`src/rtl/cache_mem_ctrl.sv`:
```
// Cache miss controller: optional dirty-line write-back, then 4-word refill.
// Per-word memory wait is bounded by TIMEOUT; expiry aborts with an err pulse.
module cache_mem_ctrl #(
  parameter int TIMEOUT = 15
) (
  input  logic        clk,
  input  logic        rst_n,
  input  logic        req,
  input  logic        wb_req,
  input  logic [9:0]  wb_addr,
  input  logic [9:0]  fill_addr,
  input  logic [31:0] wb_data,
  output logic [1:0]  word_idx,
  output logic        mem_en,
  output logic        mem_we,
  output logic [9:0]  mem_addr,
  output logic [31:0] mem_wdata,
  input  logic [31:0] mem_rdata,
  input  logic        mem_ready,
  output logic        fill_we,
  output logic [31:0] fill_data,
  output logic        busy,
  output logic        done,
  output logic        err
);

  localparam int CW = $clog2(TIMEOUT + 1);

  typedef enum logic [2:0] {IDLE, WB, FILL, DONE, ERR} state_t;

  state_t          state, nxt;
  logic [1:0]      idx_nxt;
  logic [CW-1:0]   cnt, cnt_nxt;
  logic [5:0]      wb_blk, fill_blk;
  logic            accept;
  logic            unused;

  assign unused = ^{wb_addr[3:0], fill_addr[3:0]};
  assign busy   = (state != IDLE);

  always_ff @(posedge clk or negedge rst_n) begin
    if (!rst_n) begin
      state    <= IDLE;
      word_idx <= 2'd0;
      cnt      <= '0;
      wb_blk   <= 6'd0;
      fill_blk <= 6'd0;
    end else begin
      state    <= nxt;
      word_idx <= idx_nxt;
      cnt      <= cnt_nxt;
      if (accept) begin
        wb_blk   <= wb_addr[9:4];
        fill_blk <= fill_addr[9:4];
      end
    end
  end

  always_comb begin
    nxt       = state;
    idx_nxt   = word_idx;
    cnt_nxt   = cnt;
    accept    = 1'b0;
    mem_en    = 1'b0;
    mem_we    = 1'b0;
    mem_addr  = 10'd0;
    mem_wdata = 32'd0;
    fill_we   = 1'b0;
    fill_data = 32'd0;
    done      = 1'b0;
    err       = 1'b0;
    unique case (state)
      IDLE: begin
        if (req) begin
          accept  = 1'b1;
          nxt     = wb_req ? WB : FILL;
          idx_nxt = 2'd0;
          cnt_nxt = '0;
        end
      end
      WB: begin
        mem_en    = 1'b1;
        mem_we    = 1'b1;
        mem_addr  = {wb_blk, word_idx, 2'b00};
        mem_wdata = wb_data;
      end
      FILL: begin
        mem_en   = 1'b1;
        mem_addr = {fill_blk, word_idx, 2'b00};
        if (mem_ready) begin
          fill_we   = 1'b1;
          fill_data = mem_rdata;
        end
      end
      DONE: begin
        done = 1'b1;
        nxt  = IDLE;
      end
      ERR: begin
        err = 1'b1;
        nxt = IDLE;
      end
      default: nxt = IDLE;
    endcase
    // Shared word sequencing for WB and FILL
    if (mem_en) begin
      if (mem_ready) begin
        idx_nxt = word_idx + 2'd1;
        cnt_nxt = '0;
        if (word_idx == 2'd3)
          nxt = (state == WB) ? FILL : DONE;
      end else if (cnt == CW'(TIMEOUT - 1)) begin
        nxt     = ERR;
        idx_nxt = 2'd0;
        cnt_nxt = '0;
      end else begin
        cnt_nxt = cnt + 1'b1;
      end
    end
  end

endmodule

```
`config.mk`:
```
export PLATFORM = sky130hd
export DESIGN_NAME = cache_mem_ctrl
export DESIGN_NICKNAME = d
export VERILOG_FILES = /design/src/rtl/cache_mem_ctrl.sv
export SDC_FILE = /design/constraint.sdc
export NUM_CORES = 1
export LEC_CHECK = 0
export CORE_ASPECT_RATIO = 1.5
export CORE_MARGIN = 8
export CORE_UTILIZATION = 26
export CTS_BUF_LIST = sky130_fd_sc_hd__clkbuf_16
export CTS_CLUSTER_SIZE = 20
export DETAILED_ROUTE_END_ITERATION = 6
export PLACE_DENSITY = 0.89
export SLEW_MARGIN = 20
export SYNTH_ARGS = -nofsm -noshare
export SYNTH_HDL_FRONTEND = slang
export SYNTH_SLANG_ARGS = --single-unit
export TNS_END_PERCENT = 50
```
`constraint.sdc`:
```
create_clock -name clk -period 1.95 [get_ports clk]
set_clock_uncertainty 0.15 [all_clocks]
set_input_delay 0.585 -clock clk [delete_from_list [all_inputs] [get_ports clk]]
set_output_delay 0.585 -clock clk [all_outputs]
set_load 0.02 [all_outputs]
```
After elaboration in Yosys (flattened, before gate mapping)
Index checks and enable logic that the tools add are counted.

Register bits after elaboration: 21. Bits in latches: 0. Bits in writable memories: 0. Bits in read-only memories: 0. Word-level logic and storage cells: 49. Memories kept: 0.

$add $sub $neg: 2. Multiply operators: 0. Div/mod/pow operators: 0. Magnitude comparators: 0. Eq/ne operators: 6. Shifts and indexed selects: 0. Mux-type cells: 30. Bitwise logic cells: 0. Reduce and logical (&&, ||, !) cells: 6.

Operator list (number): two-way mux 32 bit (3); two-way mux 4 bit (5); one-hot mux 10 bit (2 select lines) (1); two-way mux 3 bit (5); two-way mux 2 bit (6); two-way mux 1 bit (9); equality test 3 x 2 -> 1 bit (second input constant) (2); one-hot mux 3 bit (2 select lines) (1); adder 4 x 1 -> 4 bit (second input constant) (1); equality test 4 bit (second input constant) (1); nonzero test 2 bit (2); equality test 3 x 1 -> 1 bit (second input constant) (1); equality test 3 bit (second input constant) (1); zero test 3 bit (1); nonzero test 3 bit (1); adder 2 x 1 -> 2 bit (second input constant) (1); equality test 2 bit (second input constant) (1); AND reduction 2 bit (1); OR reduction 2 bit (1).

Logic depth before layout (Yosys ltp)
Depth after elaboration: 6. Gate-level depth with buffers: 6. Depth with buffers taken out: 5.

Worst setup path before layout
Ideal clock, no wire load.

Path type: register to output. From: register state[1]. To: output port mem_wdata[22]. Arrival: 1.492 ns. Data required time: 1.215 ns. Slack: -0.277 ns. Cell stages (with the launch flop): 5. Path buffers: 2. Cells stage by stage: dfrtp_1 > buf_6 > nor3b_2 > clkbuf_1 > and2_1.

Longest elaborated chain between the ends: 2.

RTL lines: start: declaration (line 31) `state_t state, nxt;`; start signal: assignment (line 49) `state <= nxt;`; equality test 3 x 1 -> 1 bit (line 72) `unique case (state)`; two-way mux 32 bit (line 72); end: declaration (line 17) `output logic [31:0] mem_wdata,`.

Every way passes these cells.

Final worst setup path
From: register state[0]. To: output port fill_data[0].

Longest elaborated chain between the ends: 2.

RTL lines: equality test 3 x 2 -> 1 bit (line 72); two-way mux 32 bit (line 72); end: declaration (line 21) `output logic [31:0] fill_data,`.

Every way passes these cells.

==> flow_summary_export.csv <==
group,metric,value,unit
floorplan,core_area,5830,um^2
critical_path,setup.reg_to_reg.worst_slack,90,ps
drt,via_count,2125,
pwr,worst_ir_drop_vdd,0.964,mV
floorplan,rows,34,
global_routing,global_route.overflow_total,0,
cells_and_area,layout.cells.most_common_list,"78 x sky130_fd_sc_hd__clkdlybuf4s50_1, 75 x sky130_fd_sc_hd__buf_6, 42 x sky130_fd_sc_hd__nand2_1, 33 x sky130_fd_sc_hd__and2_4, 31 x sky130_fd_sc_hd__buf_4",
pwr,power_density,1090,nW/um^2
critical_path,worst-r2r-cell-count,6,
timing,setup-violations-final,78,
logic_synthesis,synth_sequential_area_ratio,33.4,%
critical_path,crit_fanout,7,
drt,drt-initial-drc-count,53,
drt,drtPass1Iterations,4,
drt,ant_nets,0,
logic_synthesis,leading_post_synthesis_cells_by_cell_area,"sky130_fd_sc_hd__dfrtp_1 33%, sky130_fd_sc_hd__and2_1 25%, sky130_fd_sc_hd__nand2_1 10%, sky130_fd_sc_hd__a22oi_1 2.9%, sky130_fd_sc_hd__ha_1 2.4%",
hold_path,hold_class,"reg2reg",
timing,final.period_utilization,116,%
run_status,status,"complete, but fails checks",
timing,fin_worst_hold_slack,324,ps
run_status,failed_checks,"negative setup slack",
cells_and_area,layout-drive-gt1-share,50.6,%
global_routing,grt_first_pass_wirelength,11900,um
cells_and_area,antenna-diode-count,0,
cells_and_area,fin_nets,480,
floorplan,floorplan.initialDensity,27.0,%
cells_and_area,most_common_library_cell_in_the_layout_ignoring_fill_and_taps,"sky130_fd_sc_hd__clkdlybuf4s50_1",
critical_path,worst_ep_arrival_time,1520,ps
cts,ctsHtreeMaxLevel,1,
floorplan,die_y_extent,111,um
critical_path,endpoint_of_the_most_critical_register_to_register_path,"fill_blk[3]",
critical_path,critical_path.reg2reg.startpoint,"state[1]",
logic_synthesis,synthCells,200,
global_routing,global_route.usage.total,16.7,%
cts,clockBufferDepth,2,
cts,tritoncts,"yes",
global_routing,grt_max_degree,22,
cts,clock_latency_at_the_later_pin_of_the_worst_skew_pair,250,ps
logic_synthesis,syn_area_per_cell,7.86,um^2
global_routing,grt_antenna_before_repair,0,
logic_synthesis,synth.distinct_cells,32,
pwr,cellLeakagePower,1.86,nW
cts,root_buffer,"sky130_fd_sc_hd__clkbuf_16",
logic_synthesis,ys_ff_latch,21,
cts,cts_hold_fix_bufs,0,
global_routing,grt_pass1_vias,2186,
critical_path,crit_path_start,"state[0]",
drt,postRouteWirelength,7970,um
timing,finalHoldViolations,0,
logic_synthesis,syn-cell-area,1570,um^2
floorplan,boundaryPins,171,
place,port_buffers,160,
cts,tritoncts.num_buffers,3,
timing,final_number_of_max_transition_violations,0,
logic_synthesis,synthesis.yosys.warnings,0,
timing,max_clock_freq,443,MHz
place,post-dp-hpwl,6260,um
cts,clock_transition_at_the_registers_of_the_reported_paths,60,ps
critical_path,worstSetupEndpointType,"primary output",
critical_path,worst_setup_path_endpoint,"fill_data[0]",
job,maxCapViolCount,0,
cells_and_area,area_growth_syn_to_fin,143,%
critical_path,timing_worst_setup_path_type,"reg2out",
logic_synthesis,synth_top_area_share,33.4,%
drt,drt_drc_violations_left,0,
drt,post_drt_wl_per_cell,17.4,um
pwr,total_power,4.17,mW
timing,final_critical_period,2260,ps
critical_path,worst_ep_required_time,1210,ps
floorplan,fp.dieArea,8850,um^2
critical_path,worstSetupStartpointType,"register",
floorplan,die_x,79.5,um
logic_synthesis,cell_type_with_the_highest_aggregate_area_in_the_netlist,"sky130_fd_sc_hd__dfrtp_1",
timing,grt_setup_unrepaired,"yes",
cts,cts_sinks,21,
drt,detail_route.vias_per_cell,4.63,
place,place_congestion,0.886,
timing,final_critical_path_setup_slack,-305,ps
==> cells in the mapped netlist <==
master / n
sky130_fd_sc_hd__a21oi_1: 2
sky130_fd_sc_hd__a22o_1: 1
sky130_fd_sc_hd__a22oi_1: 6
sky130_fd_sc_hd__a31o_2: 1
sky130_fd_sc_hd__a31oi_1: 1
sky130_fd_sc_hd__and2_1: 64
sky130_fd_sc_hd__and3_1: 4
sky130_fd_sc_hd__buf_2: 3
sky130_fd_sc_hd__buf_4: 3
sky130_fd_sc_hd__buf_6: 3
sky130_fd_sc_hd__clkbuf_1: 5
sky130_fd_sc_hd__clkbuf_2: 2
sky130_fd_sc_hd__conb_1: 1
sky130_fd_sc_hd__dfrtp_1: 21
sky130_fd_sc_hd__ha_1: 3
sky130_fd_sc_hd__inv_1: 5
sky130_fd_sc_hd__nand2_1: 42
sky130_fd_sc_hd__nand3_1: 4
sky130_fd_sc_hd__nand4_1: 1
sky130_fd_sc_hd__nor2_1: 6
sky130_fd_sc_hd__nor2b_1: 3
sky130_fd_sc_hd__nor3_1: 3
sky130_fd_sc_hd__nor3b_2: 1
sky130_fd_sc_hd__nor4b_2: 1
sky130_fd_sc_hd__o211ai_1: 1
sky130_fd_sc_hd__o22ai_1: 5
sky130_fd_sc_hd__o311ai_1: 1
sky130_fd_sc_hd__o32ai_2: 1
sky130_fd_sc_hd__or3_1: 1
sky130_fd_sc_hd__or4b_1: 1
sky130_fd_sc_hd__xnor2_1: 1
sky130_fd_sc_hd__xor2_1: 3
==> critical path: stages, from the launching register on <==
cell,delay [ps]
sky130_fd_sc_hd__dfrtp_2,440
sky130_fd_sc_hd__nor2b_4,200
sky130_fd_sc_hd__and3_4,270
sky130_fd_sc_hd__buf_4,120
sky130_fd_sc_hd__and2_4,130
sky130_fd_sc_hd__buf_6,110
==> metrics by stage <==
| stage | setup WS [ps] | instances | area (um^2) | util [%] | TNS [ps] |
|---|---|---|---|---|---|
| 3_5_place_dp | -1120 | 437 | 3450 | 59.2 | -63910 |
| 3_3_place_gp | -1070 | 437 | 3450 | 59.2 | -61170 |
| 4_1_cts | -362 | 458 | 3810 | 65.3 | -23140 |
| 6_report | -305 | 459 | 3820 | 65.6 | -19290 |
| 5_1_grt | -395 | 459 | 3820 | 65.6 | -24850 |
| 2_1_floorplan | -47.2 | 201 | 1740 | - | -1740 |
==> registers in the layout (all words and copies together) (netlist names) <==
register	cells
cnt	4
fill_blk	6
state	3
wb_blk	6
word_idx	2
==> final cells by class <==
cell class              count  area, um^2
clock inverters             1        5.00
repair buffers            194        1950
multi-input cells         163        1150
inverters                   5        18.8
flip-flops and latches     21         528
fillers                   459        2010
well taps                  72        90.1
clock buffers               3        75.1
==> logic make-up after synthesis <==
| logic type | after synthesis | share of synthesized area, % |
|---|---|---|
| AND/OR/NAND/NOR | 131 | 45.1 |
| buffers and inverters | 21 | 7.56 |
| flip-flops | 21 | 33.4 |
| AO/OA/AOI/OAI | 19 | 9.07 |
| XOR/XNOR | 4 | 2.23 |
| adder cells (fa/ha/maj) | 3 | 2.39 |
| other | 1 | 0.238 |
==> per-layer routing <==
layer  track usage (%)  share of wire (%)
met1              17.8                 36
met2              32.4                 54
met3              3.00                9.5
met4              2.61               0.66
met5                 0                  0
==> report_power, final <==
part           internal [mW]  leakage (nW)  switching, mW  total [mW]
clock                  0.275        0.0409          0.150       0.424
sequential             0.607         0.265          0.113       0.720
combinational           1.56          1.56           1.46        3.02
==> worst min-delay path by stage <==
stage                startpoint           to  slack (ps)  cells past startpoint
floorplan                 rst_n       cnt[0]         140                      0
finish              fill_blk[1]  fill_blk[1]         320                      2
global route          wb_blk[1]    wb_blk[1]         370                      2
detailed placement  fill_blk[1]  fill_blk[1]         310                      2
CTS                 fill_blk[1]  fill_blk[1]         330                      2
global placement    fill_blk[2]  fill_blk[2]         310                      2
==> timing repair <==
| item | in CTS | in global routing |
|---|---|---|
| gates cloned | 5 | 0 |
| buffers inserted | 12 | 3 |
| pin swaps | 6 | 6 |
| resized for setup | 457 | 32 |
| endpoints found under the setup margin | 83 | 84 |
| endpoints found under the hold margin | 0 | 0 |
Note: power is estimated with default switching activity, not from simulation.
